===== src/rtl/currctrl_in_cond_pkg.sv =====
// Shared defaults and types for the current-controller input conditioning block.
package currctrl_in_cond_pkg;

  localparam int unsigned DefWidth     = 32;
  localparam int unsigned DefPrescale  = 100;
  localparam int unsigned DefDbThresh  = 8;
  localparam logic [31:0] DefLatchMask = 32'h0000_0000;

  localparam int unsigned CntWidth = 4;
  // Wide enough for the largest legal prescale period (65535).
  localparam int unsigned PscWidth = 16;

  typedef logic [CntWidth-1:0] cnt_t;
  typedef logic [PscWidth-1:0] psc_t;

  typedef struct packed {
    logic cond;
    logic changed;
  } bit_out_t;

  function automatic cnt_t thresh_max(int unsigned thresh);
    return cnt_t'(thresh - 1);
  endfunction

endpackage


===== src/rtl/currctrl_in_cond_bit.sv =====
// One conditioned input: 2-flop synchronizer, tick-based debouncer and optional
// sticky rising-edge latch.
module currctrl_in_cond_bit
  import currctrl_in_cond_pkg::*;
#(
  parameter int unsigned DB_THRESH = DefDbThresh,
  parameter bit          LATCH_EN  = 1'b0
) (
  input  logic     clk_i,
  input  logic     rst_ni,
  input  logic     raw_i,
  input  logic     clear_i,
  input  logic     tick_i,
  output bit_out_t status_o
);

  localparam cnt_t CntMax = thresh_max(DB_THRESH);

  logic sync1_q, sync1_d;
  logic sync_q, sync_d;
  logic db_q, db_d;
  logic latch_q, latch_d;
  cnt_t cnt_q, cnt_d;

  always_comb begin
    sync1_d = raw_i;
    sync_d  = sync1_q;
    db_d    = db_q;
    cnt_d   = cnt_q;
    latch_d = latch_q;

    // Agreement restarts the run; disagreement only advances on ticks.
    if (sync_q == db_q) begin
      cnt_d = '0;
    end else if (tick_i) begin
      if (cnt_q >= CntMax) begin
        db_d  = sync_q;
        cnt_d = '0;
      end else begin
        cnt_d = cnt_q + cnt_t'(1);
      end
    end

    // A rise arriving with a clear keeps the latch set.
    if (db_d && !db_q) begin
      latch_d = 1'b1;
    end else if (clear_i) begin
      latch_d = 1'b0;
    end
  end

  always_ff @(posedge clk_i or negedge rst_ni) begin
    if (!rst_ni) begin
      sync1_q <= 1'b0;
      sync_q  <= 1'b0;
      db_q    <= 1'b0;
      cnt_q   <= '0;
      latch_q <= 1'b0;
    end else begin
      sync1_q <= sync1_d;
      sync_q  <= sync_d;
      db_q    <= db_d;
      cnt_q   <= cnt_d;
      latch_q <= latch_d;
    end
  end

  always_comb begin
    status_o.cond    = LATCH_EN ? latch_q : db_q;
    status_o.changed = db_d ^ db_q;
  end

endmodule


===== src/rtl/currctrl_in_cond.sv =====
// Input conditioning for the current controller: shared debounce prescaler,
// per-bit conditioning slices and a single registered change pulse.
module currctrl_in_cond
  import currctrl_in_cond_pkg::*;
#(
  parameter int unsigned      WIDTH      = DefWidth,
  parameter int unsigned      PRESCALE   = DefPrescale,
  parameter int unsigned      DB_THRESH  = DefDbThresh,
  parameter logic [WIDTH-1:0] LATCH_MASK = WIDTH'(DefLatchMask)
) (
  input  logic             clk,
  input  logic             reset_n,
  input  logic [WIDTH-1:0] raw_in,
  input  logic [WIDTH-1:0] clear_in,
  output logic [WIDTH-1:0] cond_out,
  output logic             change_pulse
);

  psc_t             psc_q, psc_d;
  logic             tick;
  logic             pulse_q, pulse_d;
  logic [WIDTH-1:0] db_changed;

  always_comb begin
    tick    = (psc_q == psc_t'(PRESCALE - 1));
    psc_d   = tick ? '0 : psc_q + psc_t'(1);
    // Any number of simultaneous bit changes collapses into one pulse.
    pulse_d = |db_changed;
  end

  always_ff @(posedge clk or negedge reset_n) begin
    if (!reset_n) begin
      psc_q   <= '0;
      pulse_q <= 1'b0;
    end else begin
      psc_q   <= psc_d;
      pulse_q <= pulse_d;
    end
  end

  assign change_pulse = pulse_q;

  for (genvar g = 0; g < WIDTH; g++) begin : g_bit
    bit_out_t status;

    currctrl_in_cond_bit #(
      .DB_THRESH(DB_THRESH),
      .LATCH_EN (LATCH_MASK[g])
    ) u_bit (
      .clk_i   (clk),
      .rst_ni  (reset_n),
      .raw_i   (raw_in[g]),
      .clear_i (clear_in[g]),
      .tick_i  (tick),
      .status_o(status)
    );

    assign cond_out[g]   = status.cond;
    assign db_changed[g] = status.changed;
  end

endmodule


===== config.mk =====
export PLATFORM = sky130hd
export DESIGN_NAME = currctrl_in_cond
export DESIGN_NICKNAME = d
export VERILOG_FILES = /design/src/rtl/currctrl_in_cond_pkg.sv /design/src/rtl/currctrl_in_cond_bit.sv /design/src/rtl/currctrl_in_cond.sv
export SDC_FILE = /design/constraint.sdc
export NUM_CORES = 1
export LEC_CHECK = 0
export ABC_AREA = 1
export CELL_PAD_IN_SITES_DETAIL_PLACEMENT = 0
export CELL_PAD_IN_SITES_GLOBAL_PLACEMENT = 2
export CORE_MARGIN = 4
export CORE_UTILIZATION = 30
export DETAILED_ROUTE_END_ITERATION = 16
export MAX_ROUTING_LAYER = met4
export PLACE_DENSITY = 0.66
export RECOVER_POWER = 50
export SYNTH_ARGS = -nofsm -noshare
export SYNTH_HDL_FRONTEND = slang
export SYNTH_SLANG_ARGS = --single-unit

===== constraint.sdc =====
create_clock -name clk -period 1.8 [get_ports clk]
set_input_delay 0.54 -clock clk [delete_from_list [all_inputs] [get_ports clk]]
set_output_delay 0.54 -clock clk [all_outputs]
set_load 0.01 [all_outputs]

==> results of run 1 <==
cell usage after synthesis, drive strengths merged (4+ instances only):
cell / count / area share (%)
nand3: 67 / 3.9
a21oi: 47 / 2.2
xor2: 33 / 2.7
nor3: 4 / 0.23
xnor2: 6 / 0.49
a21o: 18 / 1.2
mux2i: 32 / 3.0
buf: 52 / 3.5
dfrtp: 241 / 56
nand4: 38 / 2.2
o21ai: 105 / 4.9
inv: 161 / 5.6
nand2: 176 / 6.1
nor2: 90 / 3.1
ha: 33 / 3.8
o32ai: 8 / 0.65
cells by family after synthesis:
logic type               Yosys count  share of synthesized area (%)
adder cells (fa/ha/maj)           33                           3.81
AO/OA/AOI/OAI                    186                           9.49
flip-flops                       241                           55.7
XOR/XNOR                          39                           3.16
multiplexers                      33                           3.06
AND/OR/NAND/NOR                  375                           15.6
buffers and inverters            216                           9.20
worst max-delay path: stages, from the launching register on:
cell and delay (ns):
dfrtp_1 0.35, ha_2 0.18, inv_1 0.04, nor2_1 0.07, nand2_1 0.09, nor2_4 0.15
nand2_4 0.11, buf_12 0.18, clkinv_16 0.09, buf_12 0.15, nand2_4 0.06, mux2i_1 0.15
inv_1 0.05
metal layers:
metal | share of wire [%] | up-vias | GRT usage [%] | wire length (um)
li1 | - | 3913 | - | -
met1 | 47 | 3792 | 17.3 | 11700
met2 | 46 | 96 | 19.6 | 11400
met3 | 3.6 | 35 | 2.08 | 878
met4 | 2.6 | 0 | 3.85 | 634
met5 | 0 | - | - | 0
stage by stage:
| stage | setup WS, ns | hold WS (ns) | std cells | power, mW |
|---|---|---|---|---|
| 3_3_place_gp | -0.0824 | 0.332 | 1637 | 6.00 |
| 5_1_grt | -0.119 | 0.350 | 1729 | 12.4 |
| 6_report | 0.00929 | 0.344 | 1729 | 11.9 |
| 2_1_floorplan | 0.166 | 0.244 | 1123 | 5.74 |
| 4_1_cts | -0.0445 | 0.346 | 1721 | 12.2 |
| 3_5_place_dp | -0.0763 | 0.335 | 1637 | 6.00 |
sequential cells by signal, summed over array words and instances (netlist names):
register,count
g_bit.u_bit.sync1_q,32
g_bit.u_bit.db_q,32
g_bit.u_bit.sync_q,32
change_pulse,1
psc_q,16
g_bit.u_bit.cnt_q,128
final cells by class:
cell class / count / area (um^2) / area share (%)
Sequential cell: 241 / 6030 / 42.2
Multi-Input combinational cell: 666 / 4480 / 31.4
Timing Repair Buffer: 147 / 1570 / 11.0
Clock buffer: 38 / 810 / 5.67
Inverter: 162 / 634 / 4.44
Tap cell: 461 / 577 / 4.04
Clock inverter: 14 / 174 / 1.22
layout by cell type (no fill, tap or decap), types with 7 or more instances in the layout:
cell type          n
clkinv_2           9
mux2i_1           32
dlygate4sd3_1     33
dfrtp_1          241
nor2_4            24
xor2_1            33
buf_6              9
a21o_1            18
nand3_1           45
o21ai_0           31
a21oi_1           44
nor2_2            14
o21ai_1           25
buf_4             50
inv_2              7
nand3_4           18
clkdlybuf4s15_1   23
nor2_1            52
nand4_1           38
clkbuf_16         35
nand2_2           14
inv_1            154
nand2_1          156
ha_1              32
o21ai_2           49
power groups by stage:
stage | combinational, mW | sequential (mW) | clock, mW
after global routing | 0.409 | 5.53 | 6.48
final | 0.352 | 5.53 | 5.99
after detailed placement | 0.372 | 5.63 | 0
after floorplan | 0.121 | 5.62 | 0
after global placement | 0.377 | 5.62 | 0
after CTS | 0.378 | 5.53 | 6.25
how the worst min path moves through the flow:
stage                                        from  depth (start not counted)                endpoint
after floorplan                           reset_n                          0            change_pulse
after global placement    g_bit[29].u_bit.sync1_q                          0  g_bit[29].u_bit.sync_q
after detailed placement  g_bit[21].u_bit.sync1_q                          0  g_bit[21].u_bit.sync_q
after CTS                 g_bit[10].u_bit.sync1_q                          0  g_bit[10].u_bit.sync_q
after global routing      g_bit[21].u_bit.sync1_q                          0  g_bit[21].u_bit.sync_q
final                     g_bit[25].u_bit.sync1_q                          0  g_bit[25].u_bit.sync_q
what timing repair did:
action / 4_1_cts / 5_1_grt
endpoints found under the setup margin: 83 / 160
setup buffers: 27 / 3
hold buffers: 1 / 0
pin swaps: 3 / 16
resized for setup: 116 / 159
endpoints found under the hold margin: 26 / 0
cloned: 4 / 6
==> metrics.md, run 1 <==
| Metric | Value |
|---|---|
| Drt drc | 0 |
| Synth warn | 0 |
| # port buffers | 66 |
| H-tree depth | 1 |
| Register area share after synthesis | 55.7% |
| Crit path capture | g_bit[24].u_bit.db_q |
| CP startpoint | psc_q[0] |
| R2R cell count | 12 |
| Final hold violation count | 0 |
| FILL cells | 3554 |
| Final Cell Area | 0.0143 mm^2 |
| Vias per Instance | 4.53 |
| Final Wtd Congestion | 0.765 |
| Drt first pass iters | 4 |
| Crit path DAT | 2.22 ns |
| Initial core utilization | 30.4% |
| Share of cells above drive strength 1 | 22.2% |
| Cell Area, Placed | 0.0121 mm^2 |
| GRT Util Overall | 12.7% |
| Fin crit share | 99.5% |
| R2r endpoint | g_bit[24].u_bit.db_q |
| Status | completed |
| Syn_nets | 1222 |
| Maximum clock frequency | 558 MHz |
| Final ANT Viol Nets | 0 |
| Pwr/cell area | 831 mW/mm^2 |
| Worst reg-to-reg setup slack | 0.009 ns |
| Nature of the critical path startpoint | flip-flop |
| Clk slew on worst S/H paths | 0.06 ns |
| Initial antenna violation count | 0 |
| Max Fanout on Critical Path | 8 |
| Area Growth Syn to Fin | 31.9% |
| Pleak | 7.03 nW |
| Die X | 198 um |
| CTS tree | built |
| Routed vias | 7836 |
| Deepest clock path buffer count | 3 |
| Global-route wire length before repair | 39.6 mm |
| Crit end category | flip-flop |
| Dpl hpwl | 15.4 mm |
| Clock skew | 0.0143 ns |
| Post-Route WL | 24.6 mm |
| FP Rows | 69 |
| Crit Path Category | flip-flop to flip-flop |
| Post-synthesis async set-or-reset flop share | 100% |
| DIE AREA | 0.0392 mm^2 |
| Wire length per cell | 14.2 um |
| RSZ-0062 raised after global routing | yes |
| Setup Total Neg Slack | 0 ns |
| Worst relative slew slack | 42.8% |
| Max-slew violation count | 0 |
| P_sw | 2.56 mW |
| Slew @ Worst Pin | 0.859 ns |
| Number of global-route vias before repair | 7877 |
| Hold Path Class | flip-flop to flip-flop |
| Reg-to-Reg Start | psc_q[0] |
| Syn_area_per_cell | 9.64 um^2 |
| Clock share of power | 50.5% |
| Die Span Y | 198 um |
| GRT overflow | 0 |
| Cts bufs inserted | 29 |
| Final net count | 1346 |
| Antenna diode count | 0 |
| Initial DRC count | 268 |
| Final Util | 40.1% |
| Largest net degree at the start of global routing | 65 |
| Core footprint | 0.0356 mm^2 |
| Internal Power | 9.31 mW |
| Setup violators final | 0 |
| Combinational power share | 3.0% |
| Unique masters post-synth | 30 |
| Sink Count | 241 |
| Max-cap violations | 0 |
| Top Ports | 99 |
| Switching share of power | 21.5% |
| Sequential power share | 46.6% |
| Critical path required time | 2.23 ns |
| Clk_lat worst skew | 0.55 ns |
| Top FF cell, synth | dfrtp_1 |
| Clk root buf | clkbuf_16 |
| Yosys reg bits | 241 |
| Post-synth EDFFs | 0 |
| Mapped cell area | 0.0108 mm^2 |
| Worst IR Drop VDD | 0.577 mV |
| Synthesized netlist cell count | 1123 |
| Crit path time final | 1.79 ns |
(Power assumes the default switching activity.)
==> run 2, diff against run 1 <==
CAP_MARGIN = 40   (was not set)
==> results of run 2 <==
Final layout, timing and power as in run 1 (identical DEF).
==> run 3, diff against run 2 <==
ABC_CLOCK_PERIOD_IN_PS = 1800   (was not set)
==> results of run 3 <==
Final layout, timing and power as in run 1 (identical DEF).
